<file path="config.mk">
export PLATFORM = sky130hd
export DESIGN_NAME = shift_reg_univ_flat
export DESIGN_NICKNAME = d
export VERILOG_FILES = /design/src/rtl/shift_reg_univ_if.sv /design/src/rtl/shift_reg_univ.sv /design/src/flat_wrapper.sv
export SDC_FILE = /design/constraint.sdc
export NUM_CORES = 1
export LEC_CHECK = 0
export BUFFER_PORTS_ARGS = -buffer_cell sky130_fd_sc_hd__clkbuf_2
export CAP_MARGIN = 20
export CORE_MARGIN = 2
export CORE_UTILIZATION = 53
export CTS_CLUSTER_DIAMETER = 150
export DETAILED_ROUTE_END_ITERATION = 10
export HOLD_SLACK_MARGIN = 0.02
export PLACE_DENSITY = 0.86
export SLEW_MARGIN = 20
export SYNTH_ARGS = -nofsm -noshare
export SYNTH_HDL_FRONTEND = slang
export SYNTH_SLANG_ARGS = --single-unit
</file>
<file path="constraint.sdc">
create_clock -name clk -period 3.6 [get_ports clk]
set_input_delay 0.36 -clock clk [delete_from_list [all_inputs] [get_ports clk]]
set_output_delay 0.36 -clock clk [all_outputs]
set_load 0.05 [all_outputs]
</file>
<file path="src/rtl/shift_reg_univ_if.sv">
// shift_reg_univ_if: data, control and status bundle for the universal shift register
interface shift_reg_univ_if #(
  parameter int WIDTH = 8,
  parameter int CNT_W = 4
);
  logic [WIDTH-1:0] d;
  logic [2:0]       mode;
  logic             start;
  logic [CNT_W-1:0] amt;
  logic             sin_l;
  logic             sin_r;
  logic [WIDTH-1:0] q;
  logic [WIDTH-1:0] qn;
  logic             busy;
  logic             done;
  modport master (output d, mode, start, amt, sin_l, sin_r, input q, qn, busy, done);
  modport slave  (input d, mode, start, amt, sin_l, sin_r, output q, qn, busy, done);
endinterface

</file>
<file path="src/rtl/shift_reg_univ.sv">
// shift_reg_univ: universal shift register with load, shift, rotate and multi-step rotate
module shift_reg_univ #(
  parameter int WIDTH = 8,
  parameter int CNT_W = 4
) (
  input  logic            clk,
  input  logic            rst,
  shift_reg_univ_if.slave bus
);
  typedef enum logic {IDLE, RUN} state_t;
  state_t           state_q, state_d;
  logic [WIDTH-1:0] q_q, q_d;
  logic [CNT_W-1:0] cnt_q, cnt_d;
  logic             dir_q, dir_d;
  logic             done_q, done_d;
  logic [WIDTH-1:0] rotl, rotr;
  assign rotl     = {q_q[WIDTH-2:0], q_q[WIDTH-1]};
  assign rotr     = {q_q[0], q_q[WIDTH-1:1]};
  assign bus.q    = q_q;
  assign bus.qn   = ~q_q;
  assign bus.busy = state_q == RUN;
  assign bus.done = done_q;
  // next state: single-edge ops in IDLE, one rotate per edge in RUN (dir 1 = right)
  always_comb begin
    state_d = state_q;
    q_d     = q_q;
    cnt_d   = cnt_q;
    dir_d   = dir_q;
    done_d  = 1'b0;
    if (state_q == RUN) begin
      q_d   = dir_q ? rotr : rotl;
      cnt_d = cnt_q - 1'b1;
      if (cnt_q == CNT_W'(1)) begin
        state_d = IDLE;
        done_d  = 1'b1;
      end
    end else begin
      case (bus.mode)
        3'b001:  q_d = bus.d;
        3'b010:  q_d = {q_q[WIDTH-2:0], bus.sin_r};
        3'b011:  q_d = {bus.sin_l, q_q[WIDTH-1:1]};
        3'b100:  q_d = rotl;
        3'b101:  q_d = rotr;
        3'b110, 3'b111: begin
          if (bus.start) begin
            if (bus.amt == '0) begin
              done_d = 1'b1;
            end else begin
              cnt_d   = bus.amt;
              dir_d   = bus.mode[0];
              state_d = RUN;
            end
          end
        end
        default: q_d = q_q;
      endcase
    end
  end
  // state register; reset clears everything at once and aborts a run without done
  always_ff @(posedge clk or posedge rst) begin
    if (rst) begin
      state_q <= IDLE;
      q_q     <= '0;
      cnt_q   <= '0;
      dir_q   <= 1'b0;
      done_q  <= 1'b0;
    end else begin
      state_q <= state_d;
      q_q     <= q_d;
      cnt_q   <= cnt_d;
      dir_q   <= dir_d;
      done_q  <= done_d;
    end
  end
endmodule

</file>
<file path="src/flat_wrapper.sv">
// flat-port wrapper written by rule: the top's interface ports become plain ports
module shift_reg_univ_flat 
#(
  parameter int WIDTH = 8,
  parameter int CNT_W = 4
)
  (clk, rst, bus_d, bus_mode, bus_start, bus_amt, bus_sin_l, bus_sin_r, bus_q, bus_qn, bus_busy, bus_done);
  shift_reg_univ_if #(.WIDTH(WIDTH), .CNT_W(CNT_W)) bus_i ();
  input  logic clk;
  input  logic rst;
  input wire logic [$bits(bus_i.d)-1:0] bus_d;
  input wire logic [$bits(bus_i.mode)-1:0] bus_mode;
  input wire logic [$bits(bus_i.start)-1:0] bus_start;
  input wire logic [$bits(bus_i.amt)-1:0] bus_amt;
  input wire logic [$bits(bus_i.sin_l)-1:0] bus_sin_l;
  input wire logic [$bits(bus_i.sin_r)-1:0] bus_sin_r;
  output wire logic [$bits(bus_i.q)-1:0] bus_q;
  output wire logic [$bits(bus_i.qn)-1:0] bus_qn;
  output wire logic [$bits(bus_i.busy)-1:0] bus_busy;
  output wire logic [$bits(bus_i.done)-1:0] bus_done;
  assign bus_i.d = bus_d;
  assign bus_i.mode = bus_mode;
  assign bus_i.start = bus_start;
  assign bus_i.amt = bus_amt;
  assign bus_i.sin_l = bus_sin_l;
  assign bus_i.sin_r = bus_sin_r;
  assign bus_q = bus_i.q;
  assign bus_qn = bus_i.qn;
  assign bus_busy = bus_i.busy;
  assign bus_done = bus_i.done;
  shift_reg_univ #(.WIDTH(WIDTH), .CNT_W(CNT_W)) u_core (.clk(clk), .rst(rst), .bus(bus_i));
endmodule
</file>
# Word-level counts from Yosys, hierarchy flattened
# Index checks and enable logic that the tools add are counted.
# totals
regBits	15
wordCells	42
# classes
n_addsub	1
eq_ne	9
muxes	17
bitwise	3
reduce_logical	7
# op_table
op	count
8-bit one-hot mux with 5 select lines	1
4-bit two-way mux	4
8-bit two-way mux	2
3-bit == test, second input constant	4
1-bit two-way mux	10
8-bit inverter	1
3-bit by 2-bit == test with 1-bit output, second input constant	2
6-bit nonzero test	1
4-bit by 1-bit == test with 1-bit output, second input constant	1
4-bit zero test	1
4-bit AND reduction	1
2-bit nonzero test	2
4-bit by 1-bit subtractor with 4-bit output, second input constant	1
3-bit by 1-bit == test with 1-bit output, second input constant	1
3-bit AND reduction	1
2-bit by 1-bit != test with 1-bit output, second input constant	1
1-bit inverter	2
2-bit OR reduction	1

# Depth between registers and ports, before layout
# logic_depth
word_depth	5
depth_mapped	6
mapped_depth_nobuf	4

# Worst setup path before layout
# Ideal clock, no wire load.
# synth_path
path_type	register to register
startpoint	register u_core.state_q, in the netlist u_core.bus.busy
endpoint	register u_core.state_q, in the netlist u_core.bus.busy
arrival_time_ps	1549
required_ps	3463
path_slack_ps	1915
stages_incl_launch_ff	5
n_path_buf	1
period_less_slack_ps	1685
path_cell_list	dfrtp_1 > buf_2 > nand2b_1 > or3b_2 > a21boi_0
# synth_between
elab_chain_cells	1
# synth_rtl
element	line_no	text
start: declaration	shift_reg_univ.sv:11	state_t state_q, state_d;
start signal: assignment	shift_reg_univ.sv:68	state_q <= state_d;
1-bit two-way mux	shift_reg_univ.sv:30	if (state_q == RUN) begin
named net u_core.state_d	shift_reg_univ.sv:11	
# The timed path passes the listed nets, and every way through them passes these cells.
# A chain may end at the register's enable or synchronous reset.

# Final worst setup path
# layout_path
startpoint	register u_core.state_q, in the netlist u_core.bus.busy
endpoint	output bus_busy
# layout_lines
element	line_no	text
end: declaration	flat_wrapper.sv:19	output wire logic [$bits(bus_i.busy)-1:0] bus_busy;
# No word-level cell between the ends.

==> metrics.txt <==
status finished clean; num rows 16; placed cells 187; routed len/inst around 14 µm; number of H-tree levels 1; root buf cell clkbuf_4; nets@finish roughly 190; top-count cell post-synth nand2_1; # hold bufs at CTS 0; Clk pin slew, worst setup/hold paths about 0.1 ns; Max Clock Skew between 0.008 and 0.009 ns; Finished Layout Cells between 150 and 200; PortBufs 37; DP Area 1260 µm²; Layout area overhead 16.1%; worst r2r path cells 3; via count between 1000 and 1500; global-route wire length before repair between 4 and 5 mm; Switch Pwr ~800 µW; Register-to-Register Setup Slack approximately 1.8 ns; Die Wd approximately 50 µm; TritonCTS clock tree built; ys async rst share between 90% and 100%; Comb pwr share 62.2%; Crit path required time roughly 3.2 ns; Reg area approximately 380 µm²; DRC Markers 0; Syn Area/Cell around 8.3 µm²; Worst slew margin approximately 56%; distinct cell type count after synthesis 34; Hold Path Class in2async; Core Region ~2000 µm²; sequential share of power a little under a third; vias in the first global route 959; Switching Fraction between 50% and 60%; design area ~1300 µm²; main combinational cell family by area after synthesis compound AO/OA/AOI/OAI gates; worst skew pair latency approximately 0.28 ns; XOR/XNOR Fraction of Synth Area under 10%; io pins 38; PD cells roughly 1000 nW/µm²; P_int ~530 µW; post-CTS setup buffer count 0; share of layout cells above drive strength 1 between 20% and 30%; CP delay by family, top flip-flops; gr usage total approximately a fifth; clock buffer depth 2; Seq/Total Area, Yosys approximately a third; Die ar. approximately 2500 µm²; Post-Synth Adder-Cell Area under 10%; Slew @ Worst Pin 0.659 ns; detailed placement HPWL around 1.9 mm; DR vias/cell 5.66; top cells by count, synth 18 x nand2_1, 15 x dfrtp_1, 14 x inv_1; max incr delay on CP a little under 0.8 ns; diode count 0; pins over their slew limit 0; Detailed Route WL between 2 and 3 mm; largest cells by area after synthesis dfrtp_1 34%, mux2i_1 7.2%, nand2_1 6.1%; Syn Nets about 160; Ys Warns 0; initial antenna violation count 0; First-pass DRT Iterations 4; Final ANT Viol Nets 0; crit-path max FO 20; GRT overflow 0; Peak VDD IR 0.497 mV; initial drt markers 35; RSZ-0062 raised after global routing no; Post-Syn Instances about 130; CTS Buf Count 3; Critical-path top delay cell dfrtp_1; CP startpoint kind register; max-cap violation count 0; critical path depth in cells 1; crit path kind reg2out; worst path arrival time around 1.4 ns; filler cell count around 190; Worst Path Buf+Inv 1; cell taking the most area after synthesis dfrtp_1; Tcrit/Tclk final between 50% and 60%; final setup vio count 0; compound-cell area share of the yosys netlist between 20% and 30%; Clock power frac ~7.3%; Post-Synthesis Cell Area ~1100 µm²; worst r2r src u_core.bus.busy; setup TNS 0 ns; simple-gate share of the synthesized area between 15 and 20%; final hold vios 0; Die Y 49.7 µm; mux contribution to synthesized area between 8 and 9%; fmax 554 MHz; top_reg_cell synth dfrtp_1; Yosys top cell area share 33.9%; Starting Density 56.5%; post-layout min period around 1.8 ns; synthesized flop and latch total 15; global placement routability congestion slightly above 0.8; leakage power total ~0.00065 µW; cts repair resizes 0; RR Endpoint u_core.bus.busy; crit path capture type output port; Post-synth EDFFs 0; Clock Sink Count 15; largest net degree at the start of global routing 21; footprint of the multi-input gates just over 600 µm²; critical-path cell list clkbuf_2
-- cell families after synthesis --
group,count (synthesis)
multiplexers,9
adder cells (fa/ha/maj),2
flip-flops,15
AO/OA/AOI/OAI,41
AND/OR/NAND/NOR,40
XOR/XNOR,2
buffers and inverters,25
-- layout make-up --
cell class              instances  share of cell area (%)
well taps                      27                    2.62
clock buffers                   3                    1.75
clock inverters                 1                   0.389
flip-flops and latches         15                    29.2
multi-input cells              94                    47.6
inverters                      14                    4.08
repair buffers                 37                    14.4
-- power by group through the flow --
stage          logic, µW  clock network [µW]  registers [µW]
2_1_floorplan        521                   0             518
3_3_place_gp         806                   0             398
3_5_place_dp         825                   0             404
4_1_cts              829                98.9             401
5_1_grt              884                 108             421
6_report             822                96.2             404
-- stage by stage --
step                      total power (µW)  hold WS, ns  setup WS, ns  util, %
after floorplan                       1040        0.261          1.91        -
after global placement                1200        0.417          2.00     64.2
after detailed placement              1230        0.433          1.88     64.2
after CTS                             1330        0.126          1.82     65.6
after global routing                  1410        0.128          1.76     65.6
final                                 1320        0.103          1.80     65.6
-- sequential cells by signal (all words and copies together) (netlist names) --
register and flops:
u_core.dir_q 1, u_core.bus.done 1, u_core.bus.q 8, u_core.cnt_q 4, u_core.bus.busy 1
-- metal layers --
| layer | track usage (%) | part of all wire, % |
|---|---|---|
| met1 | 25.2 | 40 |
| met2 | 39.6 | 54 |
| met3 | 3.03 | 5.3 |
| met4 | 5.09 | 0.50 |
| met5 | 0 | 0 |
-- layout by cell type (no fill, tap or decap), drive strengths merged, types with 2 or more instances in the layout --
cell,count
a211o,6
a21oi,7
a31oi,7
and3,2
clkbuf,40
dfrtp,15
ha,2
inv,14
mux2i,8
nand2,18
nor2,13
o2111ai,4
o21ai,10
o31ai,2
-- worst max-delay path by stage --
stage / from / end
finish: u_core.bus.busy / bus_busy
global route: u_core.bus.busy / u_core.bus.q[4]
CTS: u_core.bus.busy / bus_busy
detailed placement: u_core.bus.busy / u_core.bus.busy
global placement: bus_amt[2] / u_core.dir_q
floorplan: u_core.bus.busy / u_core.bus.busy
(Power assumes the default switching activity.)
